==> src/rtl/muxn_arb.sv <==
// muxn_arb: CH-way valid/ready mux, fixed select (mode=0) or round-robin (mode=1); MUXN_PARITY_EN adds out_par.
// Latency: one cycle through the output register; one word per cycle while out_ready stays high.
// Backpressure: out_valid && !out_ready holds out_* stable and drops every in_ready.
module muxn_arb #(
   parameter int WIDTH = 8,
   parameter int CH    = 4,
   parameter int SELW  = $clog2(CH)
) (
   input  logic                clk,
   input  logic                rst,
   input  logic                mode,
   input  logic [SELW-1:0]     sel,
   input  logic [CH*WIDTH-1:0] in_data,
   input  logic [CH-1:0]       in_valid,
   output logic [CH-1:0]       in_ready,
   output logic [WIDTH-1:0]    out_data,
   output logic [SELW-1:0]     out_ch,
   output logic                out_valid,
   input  logic                out_ready
`ifdef MUXN_PARITY_EN
   ,
   output logic                out_par
`endif
);

   logic [SELW-1:0]  ptr;
   logic [SELW-1:0]  gnt;
   logic             gnt_vld;
   logic             load;
   logic             xfer;
   logic [WIDTH-1:0] word;

   assign load = !out_valid || out_ready;
   assign xfer = load && gnt_vld && !rst;
   assign word = in_data[gnt*WIDTH +: WIDTH];

   always_comb begin
      gnt     = '0;
      gnt_vld = 1'b0;
      if (!mode) begin
         gnt     = sel;
         gnt_vld = in_valid[sel];
      end else begin
         // Scan backwards from ptr so the nearest valid channel after ptr is the last to assign.
         for (int k = CH; k >= 1; k--) begin
            if (in_valid[ptr + SELW'(k)]) begin
               gnt     = ptr + SELW'(k);
               gnt_vld = 1'b1;
            end
         end
      end
   end

   always_comb begin
      in_ready = '0;
      if (xfer) in_ready[gnt] = 1'b1;
   end

   always_ff @(posedge clk or posedge rst) begin
      if (rst) begin
         out_valid <= 1'b0;
         out_data  <= '0;
         out_ch    <= '0;
         ptr       <= SELW'(CH - 1);
      end else if (xfer) begin
         out_valid <= 1'b1;
         out_data  <= word;
         out_ch    <= gnt;
         ptr       <= gnt;
      end else if (load) begin
         out_valid <= 1'b0;
      end
   end

`ifdef MUXN_PARITY_EN
   always_ff @(posedge clk or posedge rst) begin
      if (rst)       out_par <= 1'b0;
      else if (xfer) out_par <= ^word;
   end
`endif

endmodule

==> config.mk <==
export PLATFORM = sky130hd
export DESIGN_NAME = muxn_arb
export DESIGN_NICKNAME = d
export VERILOG_FILES = /design/src/rtl/muxn_arb.sv
export SDC_FILE = /design/constraint.sdc
export NUM_CORES = 1
export LEC_CHECK = 0
export CORE_MARGIN = 2
export CORE_UTILIZATION = 39
export CTS_BUF_LIST = sky130_fd_sc_hd__clkbuf_16
export DETAILED_ROUTE_END_ITERATION = 7
export PLACE_DENSITY = 0.77
export SLEW_MARGIN = 20
export SYNTH_ARGS = -nofsm -noshare
export SYNTH_HDL_FRONTEND = slang
export SYNTH_SLANG_ARGS = --single-unit
==> constraint.sdc <==
create_clock -name clk -period 2.3 [get_ports clk]
set_clock_uncertainty 0.05 [all_clocks]
set_input_delay 0.46 -clock clk [delete_from_list [all_inputs] [get_ports clk]]
set_output_delay 0.46 -clock clk [all_outputs]
set_load 0.005 [all_outputs]
* Word-level counts from Yosys, hierarchy flattened
Index checks and enable logic that the tools add are counted.
Word-level totals: logic and storage cells 47, bits in registers 13
Operators by class: shift operators 1, multiplexer cells 25, reductions and logical operators 7, order comparisons 7, add/subtract/negate cells 3
Operators by type and width (count):
- indexed part select 32 x 6 -> 8 bit | 1
- less-than comparator 2 x 3 -> 1 bit (second input constant) | 6
- two-way mux 1 bit | 13
- binary-select mux 1 bit (select 2 bit) | 5
- two-way mux 2 bit | 5
- adder 2 bit (second input constant) | 2
- two-way mux 4 bit | 1
- logical AND 1 bit | 3
- adder 2 x 1 -> 2 bit (second input constant) | 1
- demux 1 bit (select 2 bit) | 1
- greater-or-equal comparator 2 x 1 -> 1 bit (second input constant) | 1
- logical NOT 1 bit | 2
- nonzero test 2 bit | 1
- logical OR 1 bit | 1

* Logic depth before layout (Yosys ltp)
Gate-level depths: netlist of run 1.
depth after elaboration 12, depth in mapped cells 7, gate-level depth less buffers 5

* Worst setup path after synthesis of run 1
No wires, ideal clock.
kind register -> output, start point register ptr[1], end point output in_ready[3], stages on the path, launching flop included 8, path buffers 2, setup slack 0.172 ns, arrival time 1.618 ns, data required time 1.790 ns, path through dfstp_2 buf_6 nor3b_1 a311oi_1 a22o_4 nor2b_1 buf_4 nor2b_1
On the way: cells in the longest elaborated chain, start to end 12
Ends and longest elaborated chain:
- start, declared | line 26 | logic [SELW-1:0] ptr;
- start signal, assigned | line 64 | ptr <= SELW'(CH - 1);
- start signal, assigned | line 69 | ptr <= gnt;
- adder 2 bit / binary-select mux 1 bit (select 2 bit) (equally long branches) | line 46, 47
- binary-select mux 1 bit (select 2 bit) / two-way mux 1 bit (equally long branches) | line 46 | if (in_valid[ptr + SELW'(k)]) begin
- two-way mux 1 bit (not written as such) / two-way mux 2 bit (equally long branches) | line 46
- two-way mux 2 bit (3 in a row) | line 46
- two-way mux 2 bit | line 40 | if (!mode) begin
- less-than comparator 2 x 3 -> 1 bit (not written as such) / greater-or-equal comparator 2 x 1 -> 1 bit (equally long branches) | line 56 | if (xfer) in_ready[gnt] = 1'b1;
- logical AND 1 bit (not written as such) | line 56
- two-way mux 1 bit (not written as such) | line 56
- demux 1 bit (select 2 bit) | line 56
- two-way mux 4 bit (*) | line 56
- end, declared | line 15 | output logic [CH-1:0] in_ready,
Every way passes the cells marked *; elsewhere a longest branch is shown, timed or not. The select of a mux whose other input is x is not followed.

* Final worst setup path of run 1
start point register ptr[1], end point output in_ready[1]
The elaborated chain is that of the path after synthesis.

==> flow_results.org, run 1 <==
** Status
- The flow ran to the end, but the final reports show violations.
- The final reports fail on negative setup slack.

** Setup path
- On the worst path, the slowest cell contributes a delay of 0.62 ns.
- Arrival @ worst endpoint :: 1.82 ns
- Data on the critical path is required at its endpoint by 1.79 ns.
- By startpoint and endpoint, the worst setup path is classified as reg2out.
- Cell type of the slowest stage on the worst timing path :: sky130_fd_sc_hd__dfstp_2
- The signal on the critical path passes through nand2_1, o221a_4, o2bb2ai_4, buf_6, nor3_2, buf_2.
- In this design, the largest share of critical-path delay is due to flip-flops.
- In this run the worst path has a maximum fanout of 7.
- Startpoint Class :: flip-flop
- Kind of end point of the critical path :: output pin
- Number of buffer and inverter instances along the worst setup path :: 2

** Synthesis
- Number of flip-flops and latches in the synthesized netlist :: 13
- The synthesized netlist contains 33 unique library cells.
- The share of the Yosys chip area taken by registers is 0.3086.
- In the synthesized netlist, the number of instances is 103.
- In this run the cell area of the synthesized design comes to 1062 sq um.
- The number of nets in the synthesized netlist is 145.
- Number of warnings printed during yosys synthesis :: 0
- Synthesized area per cell :: 10.31 sq um

** Detailed routing
- For this run, the detailed router's first-pass iteration total came to 4.
- In the routed design, unresolved DRC markers number 0.
- Average wire per cell in the routed design :: 17.20 um
- The detailed router finished its first iteration with 18 violations.
- Remaining antenna violation count after routing :: 0
- DR vias/cell :: 5.321
- Routed WL :: 3595 um
- Across all layers, the routed design uses 1112 vias.

** Die
- In this run the horizontal extent of the chip is 56.19 um.
- Die Ht :: 56.19 um
- The die covers 3157 sq um.
- For this configuration, the core starts out at a cell density of 0.4211.
- During I/O placement, the number of pins put on the boundary was 57.
- Area of the placeable core :: 2522 sq um
- Cell Rows :: 18

** Power
- Of the total power, the clock network draws 0.249.
- VDD IR-drop max :: 535.5 uV
- Leakage component of the power :: 0.8607 nW
- Sw power :: 0.4023 mW
- Sequential fraction of design power :: 0.272
- Proportion of total power due to net switching :: 0.3099
- Power, Total :: 1.298 mW
- Proportion of power drawn by combinational gates :: 0.479
- The internal portion of the total power is 0.8957 mW.
- Power density over the cells :: 660.3 nW/um^2

** Global routing
- Across every metal layer, demand over resource in global routing totals 0.2270.
- The number of global-route vias before repair is 1155.
- Antenna violations before repair :: 0
- The first global-routing pass estimated 5547 um of wire.
- Summed over all layers, the global routing overflow is 0.
- Pin count of the biggest net entering global routing :: 19

** Final layout
- Post-layout nets :: 222
- Antenna diode count :: 0
- Leaving out filler cells and counting taps, the final layout contains 209.
- Commonest cells after routing, fill and taps aside :: sky130_fd_sc_hd__clkdlybuf4s50_1 (43), sky130_fd_sc_hd__buf_4 (16), sky130_fd_sc_hd__inv_1 (14)
- Layout cell share with drive strength beyond 1 :: 0.3966
- Synthesis-to-layout area growth :: 85.04%
- The library cell used most frequently in the layout, excluding fill and tap cells, is sky130_fd_sc_hd__clkdlybuf4s50_1.

** Timing
- In the finished design, the share of the clock period the worst path needs comes to 1.015.
- Final Hold Viols :: 0
- Setup repair after global routing missed its margin :: yes
- Measured against its own limit, the worst slew margin works out to 0.6673.
- Peak clock frequency supported by timing :: 0.4284 GHz
- Setup_tns :: -0.07435 ns
- Max Slew Vio Count :: 0
- Setup slack on the critical path of the routed design comes to -0.03439 ns.
- At the pin with the least slew margin, the transition time is 0.4985 ns.
- For the finished layout, the period the worst path requires is 2.334 ns.
- Setup violations remaining at the end of the flow were counted as 3.

** Placement
- Buffers added on ports :: 56
- Once placement completed, the tool counted placed cells totaling 200.
- Post-detail-place hpwl :: 2622 um
- The congestion estimate from routability-driven global placement came to 0.8026.

** Clock tree
- Total number of H-tree levels :: 1
- The later pin in the worst-skew pair is clocked with a latency of 0.24 ns.
- CTS tree :: yes
- Hold-fix buffer count after cts :: 0
- The number of clock buffers added by TritonCTS is 3.
- After clock tree synthesis, the clock-pin slew on the worst setup and hold paths is 0.05 ns.
- Root Buffer Master :: sky130_fd_sc_hd__clkbuf_16
- Clk sinks :: 13
- Counting along the longest clock path gives a buffer depth of 2.

** Run
- Total of max-cap violations :: 0

** Hold path
- Hold WC Path Type :: in2async
## synthesized netlist by cell type
cell / n / area share
sky130_fd_sc_hd__a221oi_2: 8 / 0.11
sky130_fd_sc_hd__a2111oi_0: 1 / 0.0082
sky130_fd_sc_hd__and2_1: 2 / 0.012
sky130_fd_sc_hd__buf_4: 2 / 0.014
sky130_fd_sc_hd__nand2_1: 8 / 0.028
sky130_fd_sc_hd__dfstp_2: 2 / 0.049
sky130_fd_sc_hd__nor3b_1: 1 / 0.0071
sky130_fd_sc_hd__a21oi_1: 9 / 0.042
sky130_fd_sc_hd__nor2b_1: 4 / 0.024
sky130_fd_sc_hd__o21ai_1: 1 / 0.0047
sky130_fd_sc_hd__buf_6: 3 / 0.032
sky130_fd_sc_hd__nor3_1: 1 / 0.0047
sky130_fd_sc_hd__a2111oi_2: 5 / 0.071
sky130_fd_sc_hd__or2_2: 2 / 0.012
sky130_fd_sc_hd__dfrtp_1: 11 / 0.26
sky130_fd_sc_hd__a22o_4: 1 / 0.016
sky130_fd_sc_hd__inv_1: 14 / 0.049
sky130_fd_sc_hd__a311oi_1: 1 / 0.0082
sky130_fd_sc_hd__clkbuf_1: 1 / 0.0035
sky130_fd_sc_hd__nor4_1: 1 / 0.0059
sky130_fd_sc_hd__mux4_2: 1 / 0.021
sky130_fd_sc_hd__a2111oi_4: 1 / 0.026
sky130_fd_sc_hd__o221a_2: 1 / 0.011
sky130_fd_sc_hd__o221ai_1: 1 / 0.0082
sky130_fd_sc_hd__buf_2: 1 / 0.0047
sky130_fd_sc_hd__a21o_1: 2 / 0.014
sky130_fd_sc_hd__o32a_2: 1 / 0.011
sky130_fd_sc_hd__o21ai_2: 1 / 0.0082
sky130_fd_sc_hd__o21ai_0: 1 / 0.0047
sky130_fd_sc_hd__mux2i_1: 10 / 0.094
sky130_fd_sc_hd__o2bb2ai_2: 1 / 0.014
sky130_fd_sc_hd__a221oi_1: 1 / 0.0082
sky130_fd_sc_hd__nor2_1: 3 / 0.011
## what timing repair did
action                                  CTS  global route
resized for setup                        59            11
endpoints found under the setup margin    9             5
buffers inserted                          6             0
pin swaps                                 9             2
## path summary, 6_finish.rpt
check,slack (ns),end,start,depth (start not counted)
max reg2reg,0.05,out_data[5]$_DFFE_PP0P_,ptr[1]$_DFFE_PP1P_,7
max in group asynchronous,1.57,ptr[0]$_DFFE_PP1P_,rst,2
min,0.27,out_data[5]$_DFFE_PP0P_,rst,2
min in group clk,0.43,out_ch[0]$_DFFE_PP0P_,out_ch[0]$_DFFE_PP0P_,1
max,-0.03,in_ready[1],ptr[1]$_DFFE_PP1P_,6
min reg2reg,0.43,out_ch[0]$_DFFE_PP0P_,out_ch[0]$_DFFE_PP0P_,1
## logic make-up after synthesis
| family | share of synthesized area |
|---|---|
| buffers and inverters | 0.1036 |
| AO/OA/AOI/OAI | 0.3687 |
| AND/OR/NAND/NOR | 0.1036 |
| flip-flops | 0.3086 |
| multiplexers | 0.1154 |
## sequential cells by signal (all words and copies together), names as in the netlist
signal,count
out_valid,1
ptr,2
out_ch,2
out_data,8
## per-layer routing
metal  wire length [um]  GRT usage  up-vias
met1               1457     0.2671      534
met2               1951     0.4202       35
met5                  0          0        -
li1                   -          -      539
met4                 38    0.07143        0
met3                147    0.03023        4
## cell type report
cell class	instances	area, sq um
tap	30	37.54
inverter	14	52.55
fill	168	556.8
multi-input combinational	69	743.2
sequential	13	327.8
timing repair buffer	79	725.7
clock buffer	3	75.07
clock inverter	1	3.754
## through the flow
step	area (sq um)	hold WS [ns]	util	setup WS, ns
after floorplan	1062	0.2855	-	0.1720
after global placement	1738	0.4140	0.6890	-0.6978
after detailed placement	1738	0.4191	0.6890	-0.7968
after CTS	1917	0.4297	0.7599	0.005569
after global routing	1966	0.3223	0.7793	-0.07514
final	1966	0.2696	0.7793	-0.03439
## power groups by stage
stage / sequential, mW / clock [mW] / combinational (mW)
floorplan: 0.343 / 0 / 0.274
global placement: 0.346 / 0 / 0.531
finish: 0.353 / 0.324 / 0.621
detailed placement: 0.351 / 0 / 0.547
CTS: 0.353 / 0.328 / 0.595
global route: 0.363 / 0.344 / 0.662
No activity file was read; power rests on OpenSTA's default activity.
==> run 2, diff against run 1 <==
--- a/config.mk
+++ b/config.mk
@@ -5,11 +5,13 @@
 export SDC_FILE = /design/constraint.sdc
 export NUM_CORES = 1
 export LEC_CHECK = 0
+export CAP_MARGIN = 25
 export CORE_MARGIN = 2
 export CORE_UTILIZATION = 39
 export CTS_BUF_LIST = sky130_fd_sc_hd__clkbuf_16
 export DETAILED_ROUTE_END_ITERATION = 7
 export PLACE_DENSITY = 0.77
+export REMOVE_ABC_BUFFERS = 1
 export SLEW_MARGIN = 20
 export SYNTH_ARGS = -nofsm -noshare
 export SYNTH_HDL_FRONTEND = slang
==> run 2 against run 1 <==
  * The flow still finishes with violations (negative setup slack)
  * Die area unchanged
  * Clock power rose by 2%
  * Critical path depth grew 1
  * Power is 3.1% higher
  * Setup slack lost 0.016 ns
  * Worst hold slack improved by 0.12 ns
  * Utilization is 2.0 points higher
  * Non-clock buffer count grew 10
  * Register-to-register slack barely moved
  * Largest power group unchanged
==> flow_results.org, run 2 (synthesized netlist as in run 1, its figures left out) <==
** Setup path
- Minimum setup slack among reg-to-reg paths :: 0.04 ns
- Crit Reg-Reg Startpoint :: ptr[1]$_DFFE_PP1P_
- Number of cells on the worst reg-to-reg path :: 8
- The critical path contains buffers and inverters numbering 3 combined.
- The worst setup path is launched from a flip-flop.
- Broken down by cell family, the worst path's largest delay share belongs to flip-flops.
- Peak per-stage delay on the critical path :: 0.62 ns
- Top cell by count, worst path :: sky130_fd_sc_hd__buf_6
- The critical path in this run is classified as reg2out.
- The worst setup path is captured at an output pin.
- The largest individual stage delay along the critical path comes from the cell sky130_fd_sc_hd__dfstp_2.
- Endpoint of the most critical register-to-register path :: out_data[5]$_DFFE_PP0P_
- The signal on the critical path passes through buf_6, nand2_4, o221a_4, o2bb2ai_4, buf_6, nor2b_4, buf_2.
- At the worst endpoint, the arrival time is 1.84 ns.
- Required arrival time at the worst endpoint :: 1.79 ns
- Maximum fanout count along the critical path :: 6

** Run
- The tool flagged a number of max-cap violations equal to 0.

** Clock tree
- The clock passes through at most 2 buffers.
- Buffers inserted during clock tree synthesis total 3.
- After clock tree synthesis, the clock-pin slew on the worst setup and hold paths is 0.05 ns.
- CTS tree :: yes
- The tree is rooted in a sky130_fd_sc_hd__clkbuf_16.
- The clock reaches the later pin of the worst-skew pair after 0.24 ns.
- Clk sinks :: 13
- CTS built an H-tree with a depth of 1.

** Timing
- In this run the tightest slew margin relative to its limit is 0.6511.
- The number of endpoints with negative hold slack in the final report came to 0.
- After routing, the total negative slack on setup checks comes to -0.1414 ns.
- Portion of the clock cycle consumed by the worst path in the final layout :: 1.022
- Min setup slack post-route :: -0.05018 ns
- Setup violations remaining at the end of the flow were counted as 4.
- The max-slew violation count was 0.
- Period minus WS final :: 2.350 ns
- Setup repair after global routing missed its margin :: yes
- Peak clock frequency supported by timing :: 0.4255 GHz
- Slew at the pin with the worst max-slew slack :: 0.5228 ns

** Final layout
- The library cell used most frequently in the layout, excluding fill and tap cells, is sky130_fd_sc_hd__clkdlybuf4s50_1.
- Synthesis-to-layout area growth :: 89.87%
- The register with the most flip-flops in the layout has 8 of them.
- Post-layout nets :: 232
- Layout cell share with drive strength beyond 1 :: 0.4444
- Leaving out fill and tap cells, the most frequent cells in the layout are sky130_fd_sc_hd__clkdlybuf4s50_1 (43), sky130_fd_sc_hd__buf_4 (27), sky130_fd_sc_hd__inv_1 (14).
- The repair_antennas step left the layout with diodes totalling 0.
- Largest registers :: out_data: 8 flops, out_ch: 2 flops, ptr: 2 flops
- Counting flops per register, the top entry is out_data.

** Detailed routing
- For this block, the initial DRC count from the detailed router was 54.
- Using the TritonRoute via totals, the vias-per-cell ratio works out to 5.534.
- Average wire per cell in the routed design :: 17.14 um
- The first TritonRoute pass finished after 4 iterations.
- Routed WL :: 3754 um
- Total via count after detailed routing :: 1212
- Remaining antenna violation count after routing :: 0
- Number of design rule violations left after detail routing :: 0

** Power
- Leakage component of the power :: 0.8935 nW
- Dividing total power by cell area gives a power density of 663.4 nW/um^2.
- VDD IR-drop max :: 438.8 uV

** Die
- Total die area :: 3157 sq um
- Cell Rows :: 18
- The floorplan step set the die height to 56.19 um.
- Initial core utilization :: 0.4211
- Die outline width :: 56.19 um
- Area of the placeable core :: 2522 sq um
- I/O pin total :: 57

** Placement
- Post-detail-place hpwl :: 2547 um
- Port buffering added 56 buffers.
- The congestion estimate from routability-driven global placement came to 0.9248.
- OpenSTA, run right after detailed placement, puts the worst setup slack at -0.7507 ns.

** Global routing
- After global routing the overflow that remains totals 0.
- Antenna violations before repair :: 0
- The first global-routing pass estimated 6037 um of wire.
- Entering global routing, the biggest net connects 15 pins.
- Overall Global Routing Usage :: 0.2452
- The number of global-route vias before repair is 1309.

** Hold path
- The path class of the tightest hold or removal check is in2async.

** Status
- Outcome :: complete, but fails checks
- The checks that failed: negative setup slack.
[run 2: final cells by class]
class	count	area (sq um)
Multi-Input combinational cell	69	737.0
Timing Repair Buffer	89	783.3
Fill cell	157	505.5
Inverter	14	52.55
Clock inverter	1	3.754
Clock buffer	3	75.07
Sequential cell	13	327.8
Tap cell	30	37.54
[run 2: metal layers]
metal / GRT usage / routed length, um
met1: 0.2812 / 1520
met2: 0.4319 / 1901
met3: 0.03721 / 175
met4: 0.1327 / 156
met5: 0 / 0
[run 2: worst max path at each step]
stage | endpoint | slack [ns] | startpoint | depth (start not counted)
floorplan | in_ready[2] | -0.61 | sel[0] | 4
global placement | in_ready[2] | -0.68 | sel[0] | 6
detailed placement | in_ready[2] | -0.75 | in_valid[1] | 7
CTS | in_ready[3] | -0.02 | ptr[1]$_DFFE_PP1P_ | 7
global route | in_ready[3] | -0.11 | ptr[1]$_DFFE_PP1P_ | 6
finish | in_ready[3] | -0.05 | ptr[1]$_DFFE_PP1P_ | 7
[run 2: what timing repair did]
action	CTS	global route
resized for setup	59	11
endpoints found under the setup margin	11	5
hold buffers	0	0
buffers inserted	11	2
pin swaps	9	2
cloned	0	0
[run 2: where the power goes]
group | switching (mW) | internal [mW] | leakage, nW
combinational | 0.264 | 0.389 | 0.707
sequential | 0.0542 | 0.301 | 0.144
clock | 0.100 | 0.230 | 0.0423
[run 2: stage by stage]
stage / cell area [sq um] / util / hold slack [ns] / power, mW / std cells
5_1_grt: 2017 / 0.7996 / 0.4478 / 1.403 / 219
6_report: 2017 / 0.7996 / 0.3928 / 1.338 / 219
4_1_cts: 1962 / 0.7778 / 0.4202 / 1.295 / 217
2_1_floorplan: 1005 / - / 0.2855 / 0.5898 / 96
3_5_place_dp: 1753 / 0.6949 / 0.4491 / 0.8913 / 202
3_3_place_gp: 1753 / 0.6949 / 0.4483 / 0.8755 / 202
==> run 3, diff against run 2 <==
--- a/config.mk
+++ b/config.mk
@@ -7,10 +7,10 @@
 export LEC_CHECK = 0
 export CAP_MARGIN = 25
 export CORE_MARGIN = 2
-export CORE_UTILIZATION = 39
-export CTS_BUF_LIST = sky130_fd_sc_hd__clkbuf_16
+export CORE_UTILIZATION = 40
+export CTS_BUF_LIST = sky130_fd_sc_hd__clkbuf_8
 export DETAILED_ROUTE_END_ITERATION = 7
-export PLACE_DENSITY = 0.77
+export PLACE_DENSITY = 0.79
 export REMOVE_ABC_BUFFERS = 1
 export SLEW_MARGIN = 20
 export SYNTH_ARGS = -nofsm -noshare
==> run 3 against run 2 <==
  * The run still ends with negative setup slack left
  * Combinational power decreased by 9.5%
  * Worst hold slack got worse by 0.023 ns
  * Die area decreased by 2.3%
  * Sequential share of layout area increased by 1.3 points
  * Routed wire length decreased by 7.0%
  * Largest power group unchanged
  * Count of clock-buffer cells in the layout unchanged
  * Power decreased by 14%
  * Utilization decreased by 5.3 points
  * Via count decreased by 6.9%
==> flow_results.org, run 3 (synthesized netlist as in run 1, its figures left out) <==
** Placement
- The congestion estimate from routability-driven global placement came to 0.8876.
- Placed Area :: 1753 sq um
- Post-detail-place hpwl :: 2533 um
- Buffers added on ports :: 56

** Setup path
- Required arrival time at the worst endpoint :: 1.79 ns
- The critical path ends at in_ready[3].
- The largest single stage delay on the critical path is 0.62 ns.
- Arrival @ worst endpoint :: 1.81 ns
- Endpoint of the most critical register-to-register path :: out_data[3]$_DFFE_PP0P_
- The worst register-to-register path has a setup slack of 0.11 ns.
- STA classifies the critical path endpoint as an output pin.
- Crit. path cell count :: 6
- Cell type of the slowest stage on the worst timing path :: sky130_fd_sc_hd__dfstp_2
- For the worst flop-to-flop path, the logic depth is 7.
- Along the worst path, the maximum fanout reaches 6.
- The critical path starts at ptr[1]$_DFFE_PP1P_.
- Together, buffers and inverters on the worst path number 1.
- STA classifies the critical path startpoint as a flip-flop.
- Traced cell by cell, the critical path runs through nor3b_2, a311oi_2, a22o_4, nor2b_4, nor2b_2, buf_2.
- On the critical path the largest part of the delay comes from flip-flops.
- Critical path start-end classification :: reg2out
- In this run the critical register-to-register path is launched from ptr[1]$_DFFE_PP1P_.

** Global routing
- Wire length of the first global-routing pass :: 5678 um
- Global routing finished with a remaining overflow of 0.
- Pin count of the biggest net entering global routing :: 18
- Number of global-route vias before repair :: 1187
- The initial antenna violation count was 0.
- Overall Global Routing Usage :: 0.2366

** Clock tree
- The tree built by TritonCTS fans out to 13 sinks.
- TritonCTS built the clock tree.
- Clk_lat worst skew :: 0.25 ns
- Clock slew seen by the registers of the worst setup and hold paths :: 0.06 ns
- Clock tree synthesis inserted a total of 3 buffers.
- Total number of H-tree levels :: 1
- The number of hold buffers added after CTS was 0.
- No sink is reached through more buffers than the 2 on the longest clock path.
- The root buffer cell chosen for the clock tree is sky130_fd_sc_hd__clkbuf_8.

** Hold path
- Hold WC Path Type :: in2async

** Power
- VDD IR-drop max :: 562.7 uV
- In this run the power density over the cells is 618.8 nW/um^2.
- Power, Total :: 1.154 mW
- Leakage component of the power :: 0.8293 nW

** Detailed routing
- Summed over all layers, the routed wires come to 3490 um.
- Average wire per cell in the routed design :: 16.54 um
- Number of DRC markers in iteration 0 :: 15
- For this block, the via count after detailed routing is 1128.
- After detailed routing, the number of remaining DRC violations is 0.
- After detailed routing, the number of vias per cell comes to 5.346.
- For this run, the detailed router's first-pass iteration total came to 6.
- The count of nets left with antenna violations once routing finished came out at 0.

** Status
- Outcome :: complete, but fails checks
- The checks that failed: negative setup slack.

** Timing
- Max transition margin :: 0.6380
- Period minus WS final :: 2.316 ns
- Setup violations remaining at the end of the flow were counted as 2.
- Portion of the clock cycle consumed by the worst path in the final layout :: 1.007
- Worst hold margin :: 0.3694 ns
- At the pin with the least slew margin, the transition time is 0.5424 ns.
- Setup repair after global routing missed its margin :: yes
- The number of endpoints with negative hold slack in the final report was 0.
- Static timing analysis puts the maximum clock frequency at 0.4317 GHz.
- Max Slew Vio Count :: 0
- In the final timing run, aggregate negative setup slack is -0.02676 ns.
- Across all setup checks in the final design, the least slack found is -0.01619 ns.

** Final layout
- In the final layout, the share of cells above drive strength 1 is 0.3923.
- More flip-flops sit in one register than any other, and that register is out_data.
- Storage cell area :: 327.8 sq um
- Design area :: 1866 sq um
- The final layout contains 224 nets.
- Synthesis-to-layout area growth :: 75.62%
- Largest registers :: out_data: 8 flops, out_ch: 2 flops, ptr: 2 flops
- Fill cell count :: 207
- Most frequent standard cell in the layout excluding fill and tap cells :: sky130_fd_sc_hd__clkdlybuf4s50_1
- 0 antenna diodes ended up in the layout.
- The top cell types in the final layout, fill and taps aside, are sky130_fd_sc_hd__clkdlybuf4s50_1 (43), sky130_fd_sc_hd__buf_4 (25), sky130_fd_sc_hd__inv_1 (15).
- The register with the most flip-flops in the layout has 8 of them.
- The multi-input combinational cells in the finished layout cover a total of 691.9 sq um.

** Die
- Row generation in the floorplan step produced 18 rows.
- Die outline width :: 55.54 um
- The floorplan step set the die height to 55.54 um.
- Initial core utilization :: 0.4249
- The die covers 3084 sq um.
- I/O pin total :: 57
- Area of the placeable core :: 2500 sq um

** Run
- Total of max-cap violations :: 0
## run 3: metal layers
layer  vias to the layer above  part of all wire  global-route usage
met5                         -                 0                   0
met4                         0             0.022              0.1045
met3                         7             0.037             0.02810
met2                        40              0.53              0.4252
met1                       538              0.41              0.2791
li1                        543                 -                   -
## run 3: what timing repair did
| item | 4_1_cts | 5_1_grt |
|---|---|---|
| pin swaps | 5 | 3 |
| buffers inserted | 6 | 0 |
| endpoints found under the setup margin | 10 | 5 |
| resized for setup | 45 | 12 |
| gates cloned | 0 | 0 |
## run 3: cell type report
type	count	share of cell area
Clock buffer	3	0.02213
Clock inverter	1	0.002012
Inverter	14	0.02817
Multi-Input combinational cell	69	0.3709
Sequential cell	13	0.1757
Tap cell	30	0.02012
Timing Repair Buffer	81	0.3810
## run 3: worst min path at each step
stage / cells past startpoint / slack, ns / endpoint / start
floorplan: 1 / 0.29 / out_ch[0]$_DFFE_PP0P_ / rst
global placement: 1 / 0.41 / out_ch[0]$_DFFE_PP0P_ / out_ch[0]$_DFFE_PP0P_
detailed placement: 1 / 0.42 / out_ch[0]$_DFFE_PP0P_ / out_ch[0]$_DFFE_PP0P_
CTS: 2 / 0.39 / out_data[4]$_DFFE_PP0P_ / rst
global route: 2 / 0.42 / out_valid$_DFFE_PP0P_ / rst
finish: 2 / 0.37 / out_ch[0]$_DFFE_PP0P_ / rst
## run 3: report_power, final
group,switching (mW),total [mW],internal (mW)
registers,0.0487,0.349,0.300
clock network,0.0961,0.215,0.119
logic,0.242,0.591,0.349
total,0.387,1.15,0.768
## run 3: stage by stage
| step | worst slack (ns) | instances | utilization |
|---|---|---|---|
| after floorplan | -0.6075 | 96 | - |
| after global placement | -0.6571 | 202 | 0.7012 |
| after detailed placement | -0.7395 | 202 | 0.7012 |
| after CTS | 0.006093 | 212 | 0.7357 |
| after global routing | -0.07290 | 211 | 0.7462 |
| final | -0.01619 | 211 | 0.7462 |
